===== config.mk =====
export PLATFORM = sky130hd
export DESIGN_NAME = ifetch_ctrl_flat
export DESIGN_NICKNAME = d
export VERILOG_FILES = /design/src/rtl/ifetch_ctrl_pkg.sv /design/src/rtl/ifetch_ctrl_if.sv /design/src/rtl/ifetch_ctrl.sv /design/src/flat_wrapper.sv
export SDC_FILE = /design/constraint.sdc
export NUM_CORES = 1
export LEC_CHECK = 0
export ABC_AREA = 1
export CAP_MARGIN = 10
export CORE_MARGIN = 2
export CORE_UTILIZATION = 46
export CTS_BUF_LIST = sky130_fd_sc_hd__clkbuf_4 sky130_fd_sc_hd__clkbuf_8 sky130_fd_sc_hd__clkbuf_16
export DETAILED_ROUTE_END_ITERATION = 16
export GPL_ROUTABILITY_DRIVEN = 0
export PLACE_DENSITY_LB_ADDON = 0.05
export SLEW_MARGIN = 15
export SYNTH_ARGS = -nofsm -noshare
export SYNTH_HDL_FRONTEND = slang
export SYNTH_SLANG_ARGS = --single-unit

===== constraint.sdc =====
create_clock -name clk -period 1.9 [get_ports clk]
set_input_delay 0.285 -clock clk [delete_from_list [all_inputs] [get_ports clk]]
set_output_delay 0.285 -clock clk [all_outputs]
set_load 0.05 [all_outputs]

===== src/rtl/ifetch_ctrl_pkg.sv =====
// Shared types for the instruction-fetch front end: FSM states, fetch-stage
// output bundle and instruction-bus request/response shapes.
package ifetch_ctrl_pkg;

  localparam logic [63:0] RESET_PC_DEFAULT    = 64'h0000_0000_8000_0000;
  localparam int unsigned INSTR_BYTES_DEFAULT = 4;

  typedef enum logic [1:0] {
    REQ,
    WAIT,
    HOLD,
    FLUSH
  } ifetch_state_t;

  typedef struct packed {
    logic [63:0] pc;
    logic [31:0] raw_instr;
    logic        valid;
    logic        misalign;
  } ifetch_out_t;

  typedef struct packed {
    logic        valid;
    logic [63:0] addr;
  } ibus_req_t;

  typedef struct packed {
    logic        addr_ok;
    logic        data_ok;
    logic [31:0] data;
  } ibus_resp_t;

  function automatic logic is_misaligned(input logic [1:0] pc_lo);
    return pc_lo != 2'b00;
  endfunction

endpackage


===== src/rtl/ifetch_ctrl_if.sv =====
// Instruction bus between the fetch controller (master) and the memory side (slave).
interface ifetch_ctrl_if;

  logic        ireq_valid;
  logic [63:0] ireq_addr;
  logic        iresp_addr_ok;
  logic        iresp_data_ok;
  logic [31:0] iresp_data;

  modport master (
    output ireq_valid,
    output ireq_addr,
    input  iresp_addr_ok,
    input  iresp_data_ok,
    input  iresp_data
  );

  modport slave (
    input  ireq_valid,
    input  ireq_addr,
    output iresp_addr_ok,
    output iresp_data_ok,
    output iresp_data
  );

endinterface


===== src/rtl/ifetch_ctrl.sv =====
// Fetch front end: owns the fetch PC, keeps one request outstanding on the
// instruction bus and buffers the returned word for the fetch stage.
module ifetch_ctrl
  import ifetch_ctrl_pkg::*;
#(
  parameter logic [63:0] RESET_PC    = RESET_PC_DEFAULT,
  parameter int unsigned INSTR_BYTES = INSTR_BYTES_DEFAULT
) (
  input  logic                clk,
  input  logic                reset,
  ifetch_ctrl_if.master       ibus,
  input  logic                redirect_valid,
  input  logic [63:0]         redirect_pc,
  input  logic                stall,
  output logic [63:0]         instr_pc,
  output logic [31:0]         instr_raw,
  output logic                instr_valid,
  output logic                fetch_stall,
  output logic                instr_misalign
);

  ifetch_state_t state_q, state_d;
  logic [63:0]   pc_q, pc_d;
  logic [31:0]   buf_q, buf_d;

  ibus_resp_t    resp;
  ibus_req_t     req;
  ifetch_out_t   fetch_out;
  logic          misaligned;
  logic          req_fire;
  logic          accepted;

  assign resp = '{addr_ok: ibus.iresp_addr_ok,
                  data_ok: ibus.iresp_data_ok,
                  data:    ibus.iresp_data};

  assign misaligned = is_misaligned(pc_q[1:0]);
  assign req_fire   = (state_q == REQ) && !misaligned;
  assign accepted   = req_fire && resp.addr_ok;

  always_ff @(posedge clk) begin
    if (reset) begin
      state_q <= REQ;
      pc_q    <= RESET_PC;
      buf_q   <= '0;
    end else begin
      state_q <= state_d;
      pc_q    <= pc_d;
      buf_q   <= buf_d;
    end
  end

  // A redirect always wins; if a request is still in flight we park in FLUSH
  // so its response is swallowed instead of being mistaken for the new target.
  always_comb begin
    state_d = state_q;
    pc_d    = pc_q;
    buf_d   = buf_q;
    case (state_q)
      REQ: begin
        if (redirect_valid) begin
          pc_d    = redirect_pc;
          state_d = (accepted && !resp.data_ok) ? FLUSH : REQ;
        end else if (misaligned) begin
          buf_d   = '0;
          state_d = HOLD;
        end else if (accepted) begin
          if (resp.data_ok) begin
            buf_d   = resp.data;
            state_d = HOLD;
          end else begin
            state_d = WAIT;
          end
        end
      end
      WAIT: begin
        if (redirect_valid) begin
          pc_d    = redirect_pc;
          state_d = resp.data_ok ? REQ : FLUSH;
        end else if (resp.data_ok) begin
          buf_d   = resp.data;
          state_d = HOLD;
        end
      end
      HOLD: begin
        if (redirect_valid) begin
          pc_d    = redirect_pc;
          buf_d   = '0;
          state_d = REQ;
        end else if (!stall) begin
          pc_d    = pc_q + 64'(INSTR_BYTES);
          state_d = REQ;
        end
      end
      FLUSH: begin
        if (redirect_valid) begin
          pc_d = redirect_pc;
        end
        if (resp.data_ok) begin
          state_d = REQ;
        end
      end
      default: state_d = REQ;
    endcase
  end

  // Outputs decode from state only; reset forces them quiet in its own cycle.
  always_comb begin
    req.valid          = !reset && req_fire;
    req.addr           = reset ? '0 : pc_q;
    fetch_out.valid    = !reset && (state_q == HOLD);
    fetch_out.pc       = fetch_out.valid ? pc_q : '0;
    fetch_out.raw_instr = (fetch_out.valid && !misaligned) ? buf_q : '0;
    fetch_out.misalign = fetch_out.valid && misaligned;
  end

  assign ibus.ireq_valid = req.valid;
  assign ibus.ireq_addr  = req.addr;

  assign instr_pc       = fetch_out.pc;
  assign instr_raw      = fetch_out.raw_instr;
  assign instr_valid    = fetch_out.valid;
  assign instr_misalign = fetch_out.misalign;
  assign fetch_stall    = !fetch_out.valid;

endmodule


===== src/flat_wrapper.sv =====
// flat-port wrapper written by rule: the top's interface ports become plain ports
module ifetch_ctrl_flat import ifetch_ctrl_pkg::*;
#(
  parameter logic [63:0] RESET_PC    = RESET_PC_DEFAULT,
  parameter int unsigned INSTR_BYTES = INSTR_BYTES_DEFAULT
)
  (clk, reset, redirect_valid, redirect_pc, stall, instr_pc, instr_raw, instr_valid, fetch_stall, instr_misalign, ibus_ireq_valid, ibus_ireq_addr, ibus_iresp_addr_ok, ibus_iresp_data_ok, ibus_iresp_data);
  ifetch_ctrl_if ibus_i ();
  input  logic clk;
  input  logic reset;
  input  logic redirect_valid;
  input  logic [63:0] redirect_pc;
  input  logic stall;
  output logic [63:0] instr_pc;
  output logic [31:0] instr_raw;
  output logic instr_valid;
  output logic fetch_stall;
  output logic instr_misalign;
  output wire logic [$bits(ibus_i.ireq_valid)-1:0] ibus_ireq_valid;
  output wire logic [$bits(ibus_i.ireq_addr)-1:0] ibus_ireq_addr;
  input wire logic [$bits(ibus_i.iresp_addr_ok)-1:0] ibus_iresp_addr_ok;
  input wire logic [$bits(ibus_i.iresp_data_ok)-1:0] ibus_iresp_data_ok;
  input wire logic [$bits(ibus_i.iresp_data)-1:0] ibus_iresp_data;
  assign ibus_ireq_valid = ibus_i.ireq_valid;
  assign ibus_ireq_addr = ibus_i.ireq_addr;
  assign ibus_i.iresp_addr_ok = ibus_iresp_addr_ok;
  assign ibus_i.iresp_data_ok = ibus_iresp_data_ok;
  assign ibus_i.iresp_data = ibus_iresp_data;
  ifetch_ctrl #(.RESET_PC(RESET_PC), .INSTR_BYTES(INSTR_BYTES)) u_core (.clk(clk), .reset(reset), .ibus(ibus_i), .redirect_valid(redirect_valid), .redirect_pc(redirect_pc), .stall(stall), .instr_pc(instr_pc), .instr_raw(instr_raw), .instr_valid(instr_valid), .fetch_stall(fetch_stall), .instr_misalign(instr_misalign));
endmodule

==> impl_metrics.ini, run 1 <==
[logic_synthesis]
synth_top_cell_by_area = dfxtp_1
synthDistinctLibCells = 34
synthesis.nets = 1420
synthFlopType = dfxtp_1
ys_seq_area_share_pct = 27.3
ys_warn_count = 0
async_flop_share_pct = 0
syn_avg_cell_area_sq_um = 5.48
synthTopCellsByArea = dfxtp_1, nor2_1, nand2_1, inv_1, o21ai_0
syn-cell-area_sq_um = 7170
synth_top_area_share_pct = 27.3
ys_ff_latch = 98
synth-edff-count = 0
synth_cells = 1310

[floorplan]
die_w_um = 129
core_area_sq_um = 15200
die-area_sq_um = 16600
ios = 266
fp-row-count = 45
die_h_um = 129
start_util_pct = 47.2

[layout]
drive_gt1_share_pct = 25.4
diodes = 0
nNetsFinal = 1710
synthToLayoutAreaGrowth_pct = 85.1
final_util_pct = 87.3

[routing]
route.vias.total = 10100
antenna_left = 0
wire_per_inst_um = 18.2
vias_per_cell = 5.63
drcViolationCount = 0
dr.pass1.iters = 6
postRouteWirelength_mm = 32.6
dr.first_iter.drc_count = 1268

[setup_path]
cp.required_ps = 1620
worstReg2RegStart = u_core.state_q[1]
worst-setup-path-type = reg -> out
max_stage_delay_ps = 370
worstPathArrival_ps = 1860
crit_chain = inv_4 -> ha_4 -> inv_4 -> nor2_4 -> buf_8 -> buf_12 -> inv_16 -> buf_16 -> nor2_4 -> buf_8
rrSetupSlack_ps = -220
cp_slowest_cell = dfxtp_4
critPathTopFamily = buffers and inverters
reg2regPathDepth = 12
worst-path-buf-inv = 7
crit_path_end_kind = output port
r2r-end = u_core.buf_q[0]
cp_max_fo = 8
start_kind = register

[grt]
grt_max_degree = 63
grt_pass1_vias = 9503
antenna_found_initial = 0
use_met3_pct = 9.40
overflow = 0
grt_pass1_wl_mm = 49.5
grt_most_used_layer = met2
grt_util_met1_pct = 43.8
grt_use_met2_pct = 63.7
grt_util_all_layers_pct = 37.9

[clock_tree]
cts-root-buf = clkbuf_16
htreeDepth = 3
clkLatencyLatePin_ps = 360
cts_buffer_depth = 2
clock-sinks = 98
cts_tree = done
cts_buffers = 9
clkTransAtPathRegs_ps = 80

[pwr]
max-vdd-ir-drop_uv = 632
leakagePower_nw = 5.22
power_density_nw_per_um2 = 642
p_total_mw = 8.52

[placed_design]
dp_hpwl_mm = 22.1
port_buffers = 265
pre_cts_slack_ps = -225

[hold_path]
whs_path_depth = 2
hp-class = reg -> reg
hold_path.startpoint = u_core.buf_q[9]
min_to = u_core.buf_q[9]

[timing]
fin_crit_ps = 2150
slew_violations = 0
finalSetupTns_ps = -21800
final_hold_viol_count = 0
rsz0062_at_grt = true
tightest_slew_ps = 393
max_freq_mhz = 466
setup_viol = 131
finalCritPeriodShare_pct = 113
relSlewSlack_pct = 73.6
final.setup.worst_slack_ps = -247
clock_skew_ps = 7.90

[status]
violations = setup timing
status = complete, but fails checks

[job]
drv_cap = 0
==> Yosys cell counts, types with 9 or more instances <==
| cell | count |
|---|---|
| nor2_1 | 391 |
| nand3_1 | 57 |
| o21ai_1 | 34 |
| clkbuf_1 | 26 |
| buf_2 | 15 |
| inv_1 | 145 |
| nand2_1 | 325 |
| o21ai_0 | 105 |
| xor2_1 | 9 |
| nand2_2 | 11 |
| dfxtp_1 | 98 |
| a21oi_1 | 16 |
==> how the worst max path moves through the flow <==
stage                     slack, ps  cells after the start              end              start
after floorplan                -140                      6     instr_raw[0]  u_core.state_q[0]
after global placement          -90                      8  u_core.buf_q[8]     redirect_valid
after detailed placement       -230                      8  u_core.buf_q[7]     redirect_valid
after CTS                      -170                      9    instr_raw[15]  u_core.state_q[0]
after global routing           -270                      9    instr_raw[15]  u_core.state_q[0]
final                          -250                     10     instr_pc[35]  u_core.state_q[0]
==> registers in the layout, indices dropped and copies added, names as in the netlist <==
signal	count
u_core.pc_q	64
u_core.buf_q	32
u_core.state_q	2
==> placed cells by master, fill, tap and decap left out, types with 14 or more instances in the layout <==
master and n:
a21oi_1 16, nand2_1 321, o21ai_0 85, nand3_1 57
nand2_2 14, buf_4 37, o21ai_1 53, nor2_4 110
clkdlybuf4s50_1 100, buf_6 21, nor2_1 286, dfxtp_1 95
buf_12 136, buf_8 24, inv_1 142
==> tightest hold or removal path, stage by stage, from the launching register on <==
cell	delay, ps
dfxtp_1	330
o21ai_1	80
nor2_1	70
==> logic make-up after synthesis <==
family | synth area share (%)
compound gates | 13.0
xor+xnor | 1.10
fa+ha+maj | 1.40
buf+inv | 11.2
flops | 27.3
simple gates | 45.9
==> area by class of cell <==
cell class / instances / area, sq um
multi-input cells: 1008 / 5260
repair buffers: 330 / 4900
flip-flops and latches: 98 / 1970
fillers: 783 / 1920
inverters: 152 / 599
well taps: 188 / 235
clock buffers: 9 / 225
clock inverters: 7 / 61.3
repair inverters: 1 / 20.0
==> metrics by stage <==
step | instance area, sq um | hold WS (ps) | instances
CTS | 13200 | 517 | 1788
floorplan | 7970 | 430 | 1310
global placement | 12100 | 504 | 1751
finish | 13300 | 512 | 1793
global route | 13300 | 523 | 1793
detailed placement | 12100 | 510 | 1751
==> repair_timing <==
| action | in CTS | in global routing |
|---|---|---|
| endpoints found under the setup margin | 134 | 148 |
| hold buffers | 0 | 0 |
| pin swaps | 9 | 13 |
| gates resized for setup | 111 | 41 |
| gates cloned | 9 | 1 |
| buffers inserted | 12 | 7 |
==> report_power, final <==
group / leakage, nW / total, mW / internal, mW / switching [mW]
Clock: 0.135 / 1.86 / 0.914 / 0.949
Sequential: 0.809 / 2.66 / 2.36 / 0.302
Combinational: 4.27 / 4.00 / 1.64 / 2.36
Total: 5.22 / 8.52 / 4.91 / 3.61
==> layer usage <==
layer / vias up / part of all wire (%)
li1: 4628 / -
met1: 4586 / 36
met2: 729 / 48
met3: 150 / 11
met4: 0 / 6.0
met5: - / 0
No activity file was read; power rests on OpenSTA's default activity.
==> inputs of run 2 (changes only) <==
SLEW_MARGIN = default   (was 15)
==> results of run 2 <==
Final layout, timing and power as in run 1 (identical DEF).
==> inputs of run 3 (changes only) <==
ABC_AREA = 0   (was 1)
CORE_UTILIZATION = 45   (was 46)
==> run 3 against run 2 <==
The flow now stops in global routing. Synthesized cell count decreased by 29%. Area after synthesis down 6.9%.
==> impl_metrics.ini, run 3 <==
[grt]
grt_max_degree = 87

[logic_synthesis]
synth_commonest_cells = nand2_1, dfxtp_1, nor2_1
syn-cell-area_sq_um = 6680
synth_top_area_share_pct = 29.4
synth_adder_area_share_pct = 1.50
synth_most_common_cell = nand2_1
synth_compound_area_share_pct = 18.4
synthTopCellsByArea = dfxtp_1, nand2_1, and2_1, nor2b_1, a21oi_1
synth_cells = 936
synth-edff-count = 0
synthSimpleGateAreaFrac_pct = 42.6
synth_top_cell_by_area = dfxtp_1
ys_ff_latch = 98
ys_seq_area_share_pct = 29.4
synth_top_family_by_area = simple AND/OR/NAND/NOR gates
synth_mux_area_share_pct = 1.39
async_flop_share_pct = 0
synthDistinctLibCells = 66
synthXorXnorAreaFrac_pct = 1.57
syn_avg_cell_area_sq_um = 7.13
synthFlopType = dfxtp_1
ys_warn_count = 0
synthesis.nets = 1046

[status]
stop_stage = global routing
stop_error = [ERROR DPL-0038] Utilization greater than 100%, impossible to legalize
status = stopped before the end

[clock_tree]
cts_buffers = 9
clock-sinks = 98
cts_buffer_depth = 2
hold_buffers = 0
htreeDepth = 3
cts-root-buf = clkbuf_16

[timing]
worst_endpoint = u_core.pc_q[42]$_SDFFE_PP0P_/D
worst-ep-kind = register input

[floorplan]
die_h_um = 126
start_util_pct = 45.9
fp-row-count = 44
die_w_um = 126
ios = 266

[placed_design]
dp_hpwl_mm = 21.5
port_buffers = 265
==> run 3: cell types whose count changed after synthesis, sizes merged, moves of 24 or more <==
cell    previous run  this run
nand4              8        36
nor2b              0        59
nor2             407        74
and3               0        47
clkbuf            26        61
o21ai            140        21
inv              151        12
nand3             59        35
and2               0        60
a21oi             16        62
nand2            337       134
==> run 3: repair_timing <==
item,in CTS
setup buffers,28
pin swaps,27
cloned,9
gates resized for setup,186
setup endpoints to repair,169
==> run 3: logic make-up after synthesis <==
| kind of cell | Yosys count |
|---|---|
| AOI/OAI and AO/OA | 186 |
| and+or+nand+nor | 534 |
| xor gates and xnor gates | 12 |
| adders and majority gates | 8 |
| muxes | 9 |
| DFF | 98 |
| buffers and inverters | 89 |
==> run 3: through the flow <==
stage	std cells	hold slack, ps	setup slack [ps]	instance area [sq um]	utilization (%)
CTS	1525	418	-204	13400	92.0
floorplan	936	394	-490	6980	-
global placement	1473	437	-294	12000	82.2
detailed placement	1473	442	-333	12000	82.2
==> inputs of run 4 (changes only) <==
CORE_UTILIZATION = 35   (was 45)
CTS_BUF_LIST = default   (was sky130_fd_sc_hd__clkbuf_4 sky130_fd_sc_hd__clkbuf_8 sky130_fd_sc_hd__clkbuf_16)
PLACE_DENSITY_LB_ADDON = 0.15   (was 0.05)
==> run 4 against run 3 <==
The flow now finishes, with violations (setup timing). Area after synthesis unchanged. Synthesized cell count is the same.
==> impl_metrics.ini, run 4 <==
[timing]
relSlewSlack_pct = 61.1
slew_violations = 0
final_hold_viol_count = 0
final.setup.worst_slack_ps = -287
rsz0062_at_grt = true
fin_crit_ps = 2190
max_freq_mhz = 457
tightest_slew_ps = 581
finalCritPeriodShare_pct = 115
clock_skew_ps = 12.5
setup_viol = 172

[placed_design]
dp_hpwl_mm = 21.8
place_inst = 1534
port_buffers = 265

[layout]
synthToLayoutAreaGrowth_pct = 121
finalNonFillerCells = 1632
largest_register_ffs = 64
layout_commonest_cell = buf_4
final_cell_mix = buf_4, buf_12, clkdlybuf4s50_1
nNetsFinal = 1501
drive_gt1_share_pct = 52.1
fillers = 1111
reg_top3 = u_core.pc_q (64), u_core.buf_q (32), u_core.state_q (2)
top_register = u_core.pc_q
regArea_sq_um = 2020
multi_input_area_sq_um = 5620

[floorplan]
die_h_um = 142
core_area_sq_um = 18700
ios = 266
die_w_um = 142
fp-row-count = 50
start_util_pct = 35.7
die-area_sq_um = 20200

[job]
drv_cap = 0

[setup_path]
worstPathArrival_ps = 2480
worst-setup-path-type = reg -> reg
crit_path_end_kind = register
cp_max_fo = 8
start_kind = register
cp.required_ps = 2190

[routing]
vias_per_cell = 5.96
route.vias.total = 9728
dr.pass1.iters = 6
antenna_left = 0
wire_per_inst_um = 22.3
postRouteWirelength_mm = 36.3
dr.first_iter.drc_count = 948
drcViolationCount = 0

[grt]
overflow = 0
grt_util_all_layers_pct = 32.8
antenna_found_initial = 2
grt_pass1_wl_mm = 51.7
grt_pass1_vias = 9349
grt_max_degree = 68

[logic_synthesis]
syn_avg_cell_area_sq_um = 7.13
synthTopCellsByArea = dfxtp_1, nand2_1, and2_1, nor2b_1, a21oi_1
ys_seq_area_share_pct = 29.4
synthFlopType = dfxtp_1
synth-edff-count = 0
synthesis.nets = 1046
synth_most_common_cell = nand2_1
ys_warn_count = 0
synth_top_area_share_pct = 29.4
ys_ff_latch = 98
synth_cells = 936
syn-cell-area_sq_um = 6680
async_flop_share_pct = 0
synth_commonest_cells = nand2_1, dfxtp_1, nor2_1
synth_top_cell_by_area = dfxtp_1
synthDistinctLibCells = 66

[pwr]
power_density_nw_per_um2 = 520
leakagePower_nw = 5.94
p_total_mw = 7.69
max-vdd-ir-drop_uv = 612

[clock_tree]
cts-root-buf = clkbuf_16
clkLatencyLatePin_ps = 370
clock-sinks = 98
cts_buffer_depth = 2
cts_tree = done
cts_buffers = 9
htreeDepth = 3
clkTransAtPathRegs_ps = 80

[hold_path]
hp-class = in -> reg

[status]
status = complete, but fails checks
violations = setup timing
[run 4: cell counts after synthesis]
No cell type changed its count.
[run 4: power breakdown]
group / internal [mW] / switching [mW] / leakage (nW)
logic: 1.56 / 1.68 / 4.97
registers: 2.22 / 0.155 / 0.817
clock network: 1.13 / 0.948 / 0.162
total: 4.90 / 2.78 / 5.94
[run 4: worst max-delay path, stage by stage (launching register included)]
cell and delay (ps):
dfxtp_4 380, inv_6 50, buf_12 120, ha_4 160, or3b_4 380, a211oi_4 250
buf_4 160, and2_4 220, buf_12 160, nand2_2 60, a21oi_2 170
[run 4: logic make-up after synthesis]
kind of cell / Yosys count / share of synthesized area, %
buf+inv: 89 / 5.13
xor+xnor: 12 / 1.57
flops: 98 / 29.4
compound gates: 186 / 18.4
simple gates: 534 / 42.6
fa+ha+maj: 8 / 1.50
mux: 9 / 1.39
[run 4: area by class of cell]
class                   instances  area share [%]
well taps                     234            1.98
flip-flops and latches         98            13.7
multi-input cells             749            38.1
repair buffers                519            43.5
inverters                      14           0.500
clock inverters                 6           0.534
clock buffers                  10            1.69
diodes                          2          0.0339
[run 4: per-stage QoR]
stage	setup WS, ps	util [%]	hold slack, ps	TNS (ps)	area, sq um
2_1_floorplan	-490	-	394	-5970	6980
3_3_place_gp	-343	64.8	437	-12320	12100
3_5_place_dp	-361	64.8	442	-14210	12100
4_1_cts	-235	74.6	373	-20470	14000
5_1_grt	-343	79.0	439	-37980	14800
6_report	-287	79.0	410	-30530	14800
[run 4: worst paths after layout]
path,from,to,slack [ps],cells past startpoint
worst min register to register,u_core.buf_q[12],u_core.buf_q[12],470,2
worst max-delay path,u_core.state_q[0],u_core.buf_q[9],-290,10
worst max register to register,u_core.state_q[0],u_core.buf_q[9],-290,10
worst min-delay path,redirect_valid,u_core.state_q[1],410,3
[run 4: what timing repair did]
item                                    in CTS  in global routing
pin swaps                                  116                 85
cloned                                      19                  2
setup buffers                               41                 31
endpoints found under the setup margin     168                189
hold buffers                                 0                  0
gates resized for setup                    211                187
[run 4: per-layer routing]
layer | part of all wire [%] | routed length, um | global-route usage, %
met1 | 36 | 13100 | 39.9
met2 | 49 | 17600 | 55.3
met5 | 0 | 0 | 0
met3 | 10 | 3660 | 7.44
met4 | 5.2 | 1900 | 14.6
